==> config.mk <==
export PLATFORM = sky130hd
export DESIGN_NAME = jt51_logsin_flat
export DESIGN_NICKNAME = d
export VERILOG_FILES = /design/src/rtl/jt51_logsin_if.sv /design/src/rtl/jt51_logsin.sv /design/src/flat_wrapper.sv
export SDC_FILE = /design/constraint.sdc
export NUM_CORES = 1
export LEC_CHECK = 0
export CELL_PAD_IN_SITES_DETAIL_PLACEMENT = 0
export CELL_PAD_IN_SITES_GLOBAL_PLACEMENT = 2
export CORE_ASPECT_RATIO = 1.25
export CORE_MARGIN = 5
export CORE_UTILIZATION = 25
export DETAILED_ROUTE_END_ITERATION = 10
export PLACE_DENSITY = 0.57
export SLEW_MARGIN = 10
export SYNTH_ARGS = -nofsm -noshare
export SYNTH_HDL_FRONTEND = slang
export SYNTH_SLANG_ARGS = --single-unit
==> constraint.sdc <==
create_clock -name clk -period 2.6 [get_ports clk]
set_input_delay 0.52 -clock clk [delete_from_list [all_inputs] [get_ports clk]]
set_output_delay 0.52 -clock clk [all_outputs]
set_load 0.1 [all_outputs]
==> src/rtl/jt51_logsin_if.sv <==
// Sample bus for the log-sine stage: phase/attenuation/tag in, attenuated
// log-sine magnitude with sign and tag out.
interface jt51_logsin_if #(
  parameter int AW   = 8,
  parameter int ATTW = 10,
  parameter int OW   = 13,
  parameter int TAGW = 5
);
  logic [AW+1:0]   phase;
  logic [ATTW-1:0] atten;
  logic [TAGW-1:0] tag_in;
  logic            vld_in;
  logic [OW-1:0]   logsin;
  logic            sign;
  logic [TAGW-1:0] tag_out;
  logic            vld_out;

  modport master (
    output phase, atten, tag_in, vld_in,
    input  logsin, sign, tag_out, vld_out
  );

  modport slave (
    input  phase, atten, tag_in, vld_in,
    output logsin, sign, tag_out, vld_out
  );
endinterface

==> src/rtl/jt51_logsin.sv <==
// Three-stage log-sine lookup: fold the phase into a quarter wave, read the
// -log2(sin) table, add attenuation and saturate to the output width.
module jt51_logsin #(
  parameter int AW   = 8,
  parameter int DW   = 12,
  parameter int ATTW = 10,
  parameter int OW   = 13,
  parameter int TAGW = 5
) (
  input  logic             rst,
  input  logic             clk,
  input  logic             cen,
  jt51_logsin_if.slave     bus
);

  localparam int SW = ((DW > ATTW + 2) ? DW : ATTW + 2) + 1;
  localparam int XW = (SW > OW) ? SW : OW;

  function automatic logic [DW-1:0] tbl_entry(input int i);
    real x;
    real v;
    int  r;
    x = (real'(i) + 0.5) / real'(2**AW) * 1.5707963267948966;
    v = -($ln($sin(x)) / $ln(2.0)) * 256.0;
    r = $rtoi(v + 0.5);
    if (r > 2**DW - 1) r = 2**DW - 1;
    tbl_entry = DW'(r);
  endfunction

  function automatic logic [OW-1:0] sat(input logic [SW-1:0] s);
    logic [XW-1:0] e;
    e = XW'(s);
    if (e > XW'({OW{1'b1}})) sat = '1;
    else                     sat = e[OW-1:0];
  endfunction

  // Table entries are elaboration-time constants; the lookup register makes it a sync ROM.
  logic [DW-1:0] rom_tbl [2**AW];

  for (genvar gi = 0; gi < 2**AW; gi++) begin : g_tbl
    localparam logic [DW-1:0] ENT = tbl_entry(gi);
    assign rom_tbl[gi] = ENT;
  end

  logic [AW-1:0]   addr_p0;
  logic            sign_p0;
  logic [ATTW-1:0] atten_p0;
  logic [TAGW-1:0] tag_p0;
  logic            vld_p0;

  logic [DW-1:0]   rom_p1;
  logic            sign_p1;
  logic [ATTW-1:0] atten_p1;
  logic [TAGW-1:0] tag_p1;
  logic            vld_p1;
  logic [SW-1:0]   sum_p1;

  logic [OW-1:0]   logsin_p2;
  logic            sign_p2;
  logic [TAGW-1:0] tag_p2;
  logic            vld_p2;

  assign sum_p1 = SW'(rom_p1) + (SW'(atten_p1) << 2);

  always_ff @(posedge clk or posedge rst) begin
    if (rst) begin
      addr_p0   <= '0;
      sign_p0   <= 1'b0;
      atten_p0  <= '0;
      tag_p0    <= '0;
      vld_p0    <= 1'b0;
      rom_p1    <= '0;
      sign_p1   <= 1'b0;
      atten_p1  <= '0;
      tag_p1    <= '0;
      vld_p1    <= 1'b0;
      logsin_p2 <= '0;
      sign_p2   <= 1'b0;
      tag_p2    <= '0;
      vld_p2    <= 1'b0;
    end else if (cen) begin
      // Stage p0: fold the second quarter of each half-wave back onto the first.
      addr_p0   <= bus.phase[AW-1:0] ^ {AW{bus.phase[AW]}};
      sign_p0   <= bus.phase[AW+1];
      atten_p0  <= bus.atten;
      tag_p0    <= bus.tag_in;
      vld_p0    <= bus.vld_in;
      // Stage p1: table lookup.
      rom_p1    <= rom_tbl[addr_p0];
      sign_p1   <= sign_p0;
      atten_p1  <= atten_p0;
      tag_p1    <= tag_p0;
      vld_p1    <= vld_p0;
      // Stage p2: attenuate and clamp.
      logsin_p2 <= sat(sum_p1);
      sign_p2   <= sign_p1;
      tag_p2    <= tag_p1;
      vld_p2    <= vld_p1;
    end
  end

  assign bus.logsin  = logsin_p2;
  assign bus.sign    = sign_p2;
  assign bus.tag_out = tag_p2;
  assign bus.vld_out = vld_p2;

endmodule

==> src/flat_wrapper.sv <==
// flat-port wrapper written by rule: the top's interface ports become plain ports
module jt51_logsin_flat 
#(
  parameter int AW   = 8,
  parameter int DW   = 12,
  parameter int ATTW = 10,
  parameter int OW   = 13,
  parameter int TAGW = 5
)
  (rst, clk, cen, bus_phase, bus_atten, bus_tag_in, bus_vld_in, bus_logsin, bus_sign, bus_tag_out, bus_vld_out);
  jt51_logsin_if #(.AW(AW), .ATTW(ATTW), .OW(OW), .TAGW(TAGW)) bus_i ();
  input  logic rst;
  input  logic clk;
  input  logic cen;
  input wire logic [$bits(bus_i.phase)-1:0] bus_phase;
  input wire logic [$bits(bus_i.atten)-1:0] bus_atten;
  input wire logic [$bits(bus_i.tag_in)-1:0] bus_tag_in;
  input wire logic [$bits(bus_i.vld_in)-1:0] bus_vld_in;
  output wire logic [$bits(bus_i.logsin)-1:0] bus_logsin;
  output wire logic [$bits(bus_i.sign)-1:0] bus_sign;
  output wire logic [$bits(bus_i.tag_out)-1:0] bus_tag_out;
  output wire logic [$bits(bus_i.vld_out)-1:0] bus_vld_out;
  assign bus_i.phase = bus_phase;
  assign bus_i.atten = bus_atten;
  assign bus_i.tag_in = bus_tag_in;
  assign bus_i.vld_in = bus_vld_in;
  assign bus_logsin = bus_i.logsin;
  assign bus_sign = bus_i.sign;
  assign bus_tag_out = bus_i.tag_out;
  assign bus_vld_out = bus_i.vld_out;
  jt51_logsin #(.AW(AW), .DW(DW), .ATTW(ATTW), .OW(OW), .TAGW(TAGW)) u_core (.rst(rst), .clk(clk), .cen(cen), .bus(bus_i));
endmodule
### Yosys cells after proc, flatten, opt, wreduce, memory -nomap -nowiden

Memories as Yosys holds them, arrays and structs flattened. A register that Yosys moved wholly into a read port is not among the register bits.
Cells that the tools add are included.

* add/subtract/negate cells: 1
* $mul: 0
* div/mod/pow operators: 0
* $lt $le $gt $ge: 1
* eq/ne operators: 0
* shifts and indexed selects: 0
* multiplexer cells: 1
* bitwise gates (word level): 2
* reductions and logical operators: 0

Operator list (count)
* adder 12 x 12 -> 13 bit: 1
* greater-than comparator 13 bit (second input constant): 1
* 2-to-1 mux 13 bit: 1
* NOT 8 -> 9 bit: 1
* bitwise XOR 8 bit: 1

* register bits after elaboration: 62
* bits in latches: 0
* memory bits (writable): 0
* bits in read-only memories: 3072
* input bits: 29
* output and inout port bits: 20
* logic and storage cells: 19
* memories: 1

Memory list
* (name not given): words 256, width 12, read ports 1, clocked after memory_dff 1, write ports 0, RTL line jt51_logsin.sv:89 `rom_p1 <= rom_tbl[addr_p0];`

### Depth between registers and ports, before layout

* word-level depth: 3
* gate-level depth with buffers: 10
* depth with buffers taken out: 9

### Worst setup path before layout

OpenSTA, ideal clock, no wires.

* kind: flip-flop to flip-flop
* start point: register u_core.addr_p0[1]
* end point: register u_core.rom_p1[1]
* library setup time: 0.125 ns
* arrival time: 2.205 ns
* data required time: 2.475 ns
* slack: 0.270 ns
* stages on the path, launching flop included: 10
* path buffers: 1
* period minus slack after synthesis: 2.330 ns
* cells stage by stage: dfrtp_1 > buf_2 > inv_1 > ha_1 > or3b_1 > o211ai_2 > o31ai_1 > mux4_2 > nand3_1 > nand3_1

* word-level cells in the longest chain between the ends: 1

RTL lines
* from (decl): RTL line jt51_logsin.sv:45 `logic [AW-1:0] addr_p0;`
* from (signal assigned): RTL line jt51_logsin.sv:83 `addr_p0 <= bus.phase[AW-1:0] ^ {AW{bus.phase[AW]}};`
* NOT 8 -> 9 bit (implied by the code): RTL line jt51_logsin.sv:89
* to (decl): RTL line jt51_logsin.sv:51 `logic [DW-1:0] rom_p1;`

No other way between the ends.
A chain may end at the register's enable or synchronous reset.

### Worst setup path in the final report

* start point: register u_core.addr_p0[0]
* end point: register u_core.rom_p1[0]

Same word-level chain as after synthesis.

==> results <==
- The congestion estimate from routability-driven global placement came to 0.9421.
- In the synthesized netlist the dominant register cell turns out to be dfrtp_1.
- Counting every sink on the clock net gives 74.
- The most common cell in the synthesized netlist is dfrtp_1.
- The hold-critical path endpoint is u_core.atten_p1[1].
- The flow ran to the end, and the final reports show no timing, DRC or antenna violations.
- The synthesis warning total is 0.
- Max-cap violations in this run came to 0.
- Setup violations remaining at the end of the flow were counted as 0.
- The starting utilization of the core area is 25.19%.
- The worst hold path begins at u_core.atten_p0[1].
- In the routed design, unresolved DRC markers number 0.
- After clock tree synthesis, the clock-pin slew on the worst setup and hold paths is 0.06 ns.
- At the later pin of the worst-skew pair, clock insertion delay measures 0.33 ns.
- Dividing the detail-routed via count by the number of cells gives 5.430.
- The die is 145.8 um wide.
- The number of antenna violations at the first check in global routing is 0.
- The total track usage is 16.55%.
- The count of inserted antenna diode cells is 0.
- The sequential fraction of the synthesis area is 32.12%.
- The final clock period utilization by the worst path is 97.58%.
- Wires add up to 22,160 um.
- The fraction of layout cells with a size suffix above 1 is 23.56%.
- The startpoint of the worst setup timing path is u_core.addr_p0[0].
- The hold violation total from the final report is 0.
- After synthesis, the share of flip-flops with an asynchronous set or reset is 100.0%.
- The critical register-to-register path endpoint is u_core.rom_p1[0].
- The peak clock frequency supported by timing is 0.3942 GHz.
- The overall die area is 0.02622 sq mm.
- By area the synthesized netlist is led by dfrtp_1 32%, mux2_2 10%, ha_1 5.9%.
- The clock tree root buffer cell is clkbuf_16.
- The height of the die is 179.8 um.
- The number of DRC violations after detailed-routing iteration 0 is 377.
- The area share of the leading cell type in the synthesized netlist is 32.12%.
- The hold buffer count at cts is 0.
- The final critical-path required period is 2.537 ns.
- The count of buffers inserted at the top-level ports is 48.
- The flop and latch count out of synthesis is 74.
- The type of the worst setup path is flop to flop.
- The type of destination of the critical path is a flop.
- After routing, the total negative slack on setup checks comes to 0 ns.
- The mapped netlist covers 0.005766 sq mm.
- Clock skew on the completed layout was measured at 0.009541 ns.
- The count of distinct cell types in the synthesized netlist is 68.
- The transition at the pin with the smallest max-transition slack is 0.7790 ns.
- The maximum root-to-sink buffer count is 2.
- The average routed wire per standard cell is 21.77 um.
- The worst setup path is launched from a flop.
- The number of nets handed over by synthesis was 713.
- The clock tree from TritonCTS is built.
- The final antenna-violating net count is 0.
- The number of global-route vias before repair is 5,707.
- The detailed placement HPWL is 16,730 um.
- The instance area after placement is 0.006815 sq mm.
- The worst supply voltage drop on vdd is 401.5 uV.
- The routed layout has 5,528 vias.
- The number of placement rows is 62.
- The net count reported at finish is 782.
- In this run the standard cell core region covers 0.02288 sq mm.
- The area growth from synthesis to layout is 23.44%.
- The I/O pin total is 49.
- Dividing total power by cell area gives a power density of 810.7 mW/mm^2.
- The number of cell instances on the worst register-to-register path is 9.
- A synthesized cell averages 8.789 sq um.
- The leakage power figure is 2.900 nW.
- The total iterations of the first detailed-routing run is 5.
- The number of synthesized flops with an enable pin is 0.
- The classification of the worst-slack hold path is flop to flop.
- In this run the critical register-to-register path is launched from u_core.addr_p0[0].
- The cell area after layout is 0.007117 sq mm.
- TritonCTS created 9 clock buffers.
- The gate count after technology mapping is 656.
- In the synthesized netlist, the cells that appear most often are 74 x dfrtp_1, 52 x a21oi_1, 51 x mux2_2.
- Setup repair after global routing left no endpoint under its margin.
- The H-tree generated during clock tree synthesis spans 3 levels.
- Along the worst path, the maximum fanout reaches 14.
- The final max-slew violation count is 0.
- The register-to-register setup slack is 0.06 ns.
- The worst path arrival time is 2.81 ns.
- Entering global routing, the biggest net connects 61 pins.
- The remaining max-slew budget at the tightest pin is 48.07%.
- The synthesized design spends more area on one cell type than any other, namely dfrtp_1.
- The wire length of the first global-routing pass is 34,440 um.
- The worst endpoint required time is 2.87 ns.
- Along the worst hold path, the cell count comes to 2.
- The overall overflow remaining after global route is 0.
-- flip-flops by register name (all words and copies together), names as in the netlist --
name / count
u_core.bus.sign: 1
u_core.sign_p1: 1
u_core.vld_p0: 1
u_core.tag_p0: 5
u_core.atten_p1: 10
u_core.bus.tag_out: 5
u_core.atten_p0: 10
u_core.rom_p1: 12
u_core.addr_p0: 8
u_core.sign_p0: 1
u_core.bus.vld_out: 1
u_core.tag_p1: 5
u_core.vld_p1: 1
u_core.bus.logsin: 13
-- worst max-delay path by stage --
stage / endpoint / slack [ns] / depth (start not counted)
2_1_floorplan: u_core.addr_p0[0] / 0.20 / 1
6_report: u_core.rom_p1[0] / 0.06 / 9
3_3_place_gp: u_core.rom_p1[0] / 0.04 / 9
5_1_grt: u_core.rom_p1[0] / 0.00007 / 9
4_1_cts: u_core.rom_p1[0] / 0.08 / 9
3_5_place_dp: u_core.rom_p1[0] / 0.09 / 9
-- routing by layer --
layer	track usage, %	vias to the layer above	share of wire, %
met2	29.13	216	50
met5	0	-	0
met4	8.704	0	5.4
met3	2.191	61	4.7
li1	-	2538	-
met1	19.52	2713	40
-- logic make-up (layout without fill, tap and decap cells) --
kind of cell             after synthesis  in the layout  share of synthesized area, %
multiplexers                          56             56                         11.26
buffers and inverters                 81            155                         7.552
flip-flops                            74             74                         32.12
AO/OA/AOI/OAI                        205            205                         23.55
adder cells (fa/ha/maj)               28             28                         6.207
XOR/XNOR                              17             17                         2.583
AND/OR/NAND/NOR                      195            195                         16.73
-- worst max-delay path, cell delays in order, from the launching register on --
cell and delay (ns):
dfrtp_1 0.35, buf_4 0.22, ha_1 0.31, nor2b_1 0.10, o21ai_1 0.27, a21oi_1 0.12
o2111a_1 0.24, a2111oi_0 0.57, buf_4 0.21, or3_1 0.09
-- what timing repair did --
item | 4_1_cts | 5_1_grt
endpoints found under the setup margin | 0 | 1
resized for setup | 0 | 1
setup buffers | 0 | 0
endpoints found under the hold margin | 0 | 0
-- placed cells by master, fill, tap and decap left out, types with 4 or more instances in the layout --
cell / n
buf_4: 84
dfrtp_1: 71
a21oi_1: 52
mux2_2: 51
nor2_1: 50
o21ai_0: 49
nand2_1: 47
ha_1: 27
clkdlybuf4s50_1: 27
nor2b_1: 20
inv_1: 17
nand2b_1: 17
nor3_1: 17
xnor2_1: 14
o211ai_1: 13
a211oi_1: 12
nand3_1: 10
clkbuf_16: 9
a31oi_1: 7
buf_12: 7
o31ai_1: 6
o21a_1: 5
o32ai_1: 5
and2_1: 5
o2111ai_1: 5
o21bai_1: 5
a221oi_1: 5
a2111oi_0: 4
a311oi_1: 4
or2_1: 4
nand3b_1: 4
-- stage by stage --
step | util (%) | setup WS [ns] | power, mW | std cells | hold slack [ns]
after detailed placement | 29.78 | 0.09279 | 4.525 | 1002 | 0.4846
after global routing | 31.10 | 0.00007372 | 6.070 | 1018 | 0.5154
after floorplan | - | 0.1984 | 3.600 | 656 | 0.4492
final | 31.10 | 0.06301 | 5.769 | 1018 | 0.4947
after global placement | 29.78 | 0.04297 | 4.541 | 1002 | 0.4809
after CTS | 31.08 | 0.08096 | 5.814 | 1018 | 0.4996
-- power breakdown --
group	leakage, nW	switching, mW	internal, mW	total [mW]
combinational	1.89	1.95	0.984	2.93
sequential	0.875	0.202	1.38	1.58
clock	0.139	0.511	0.748	1.26
-- cell type report --
cell class / instances / area, sq um
well taps: 288 / 360.3
fillers: 2401 / 15770
repair buffers: 118 / 1041
multi-input cells: 501 / 3483
clock buffers: 10 / 229.0
clock inverters: 6 / 67.56
inverters: 21 / 80.08
flip-flops and latches: 74 / 1856
Power figures use the tool's default switching activity.
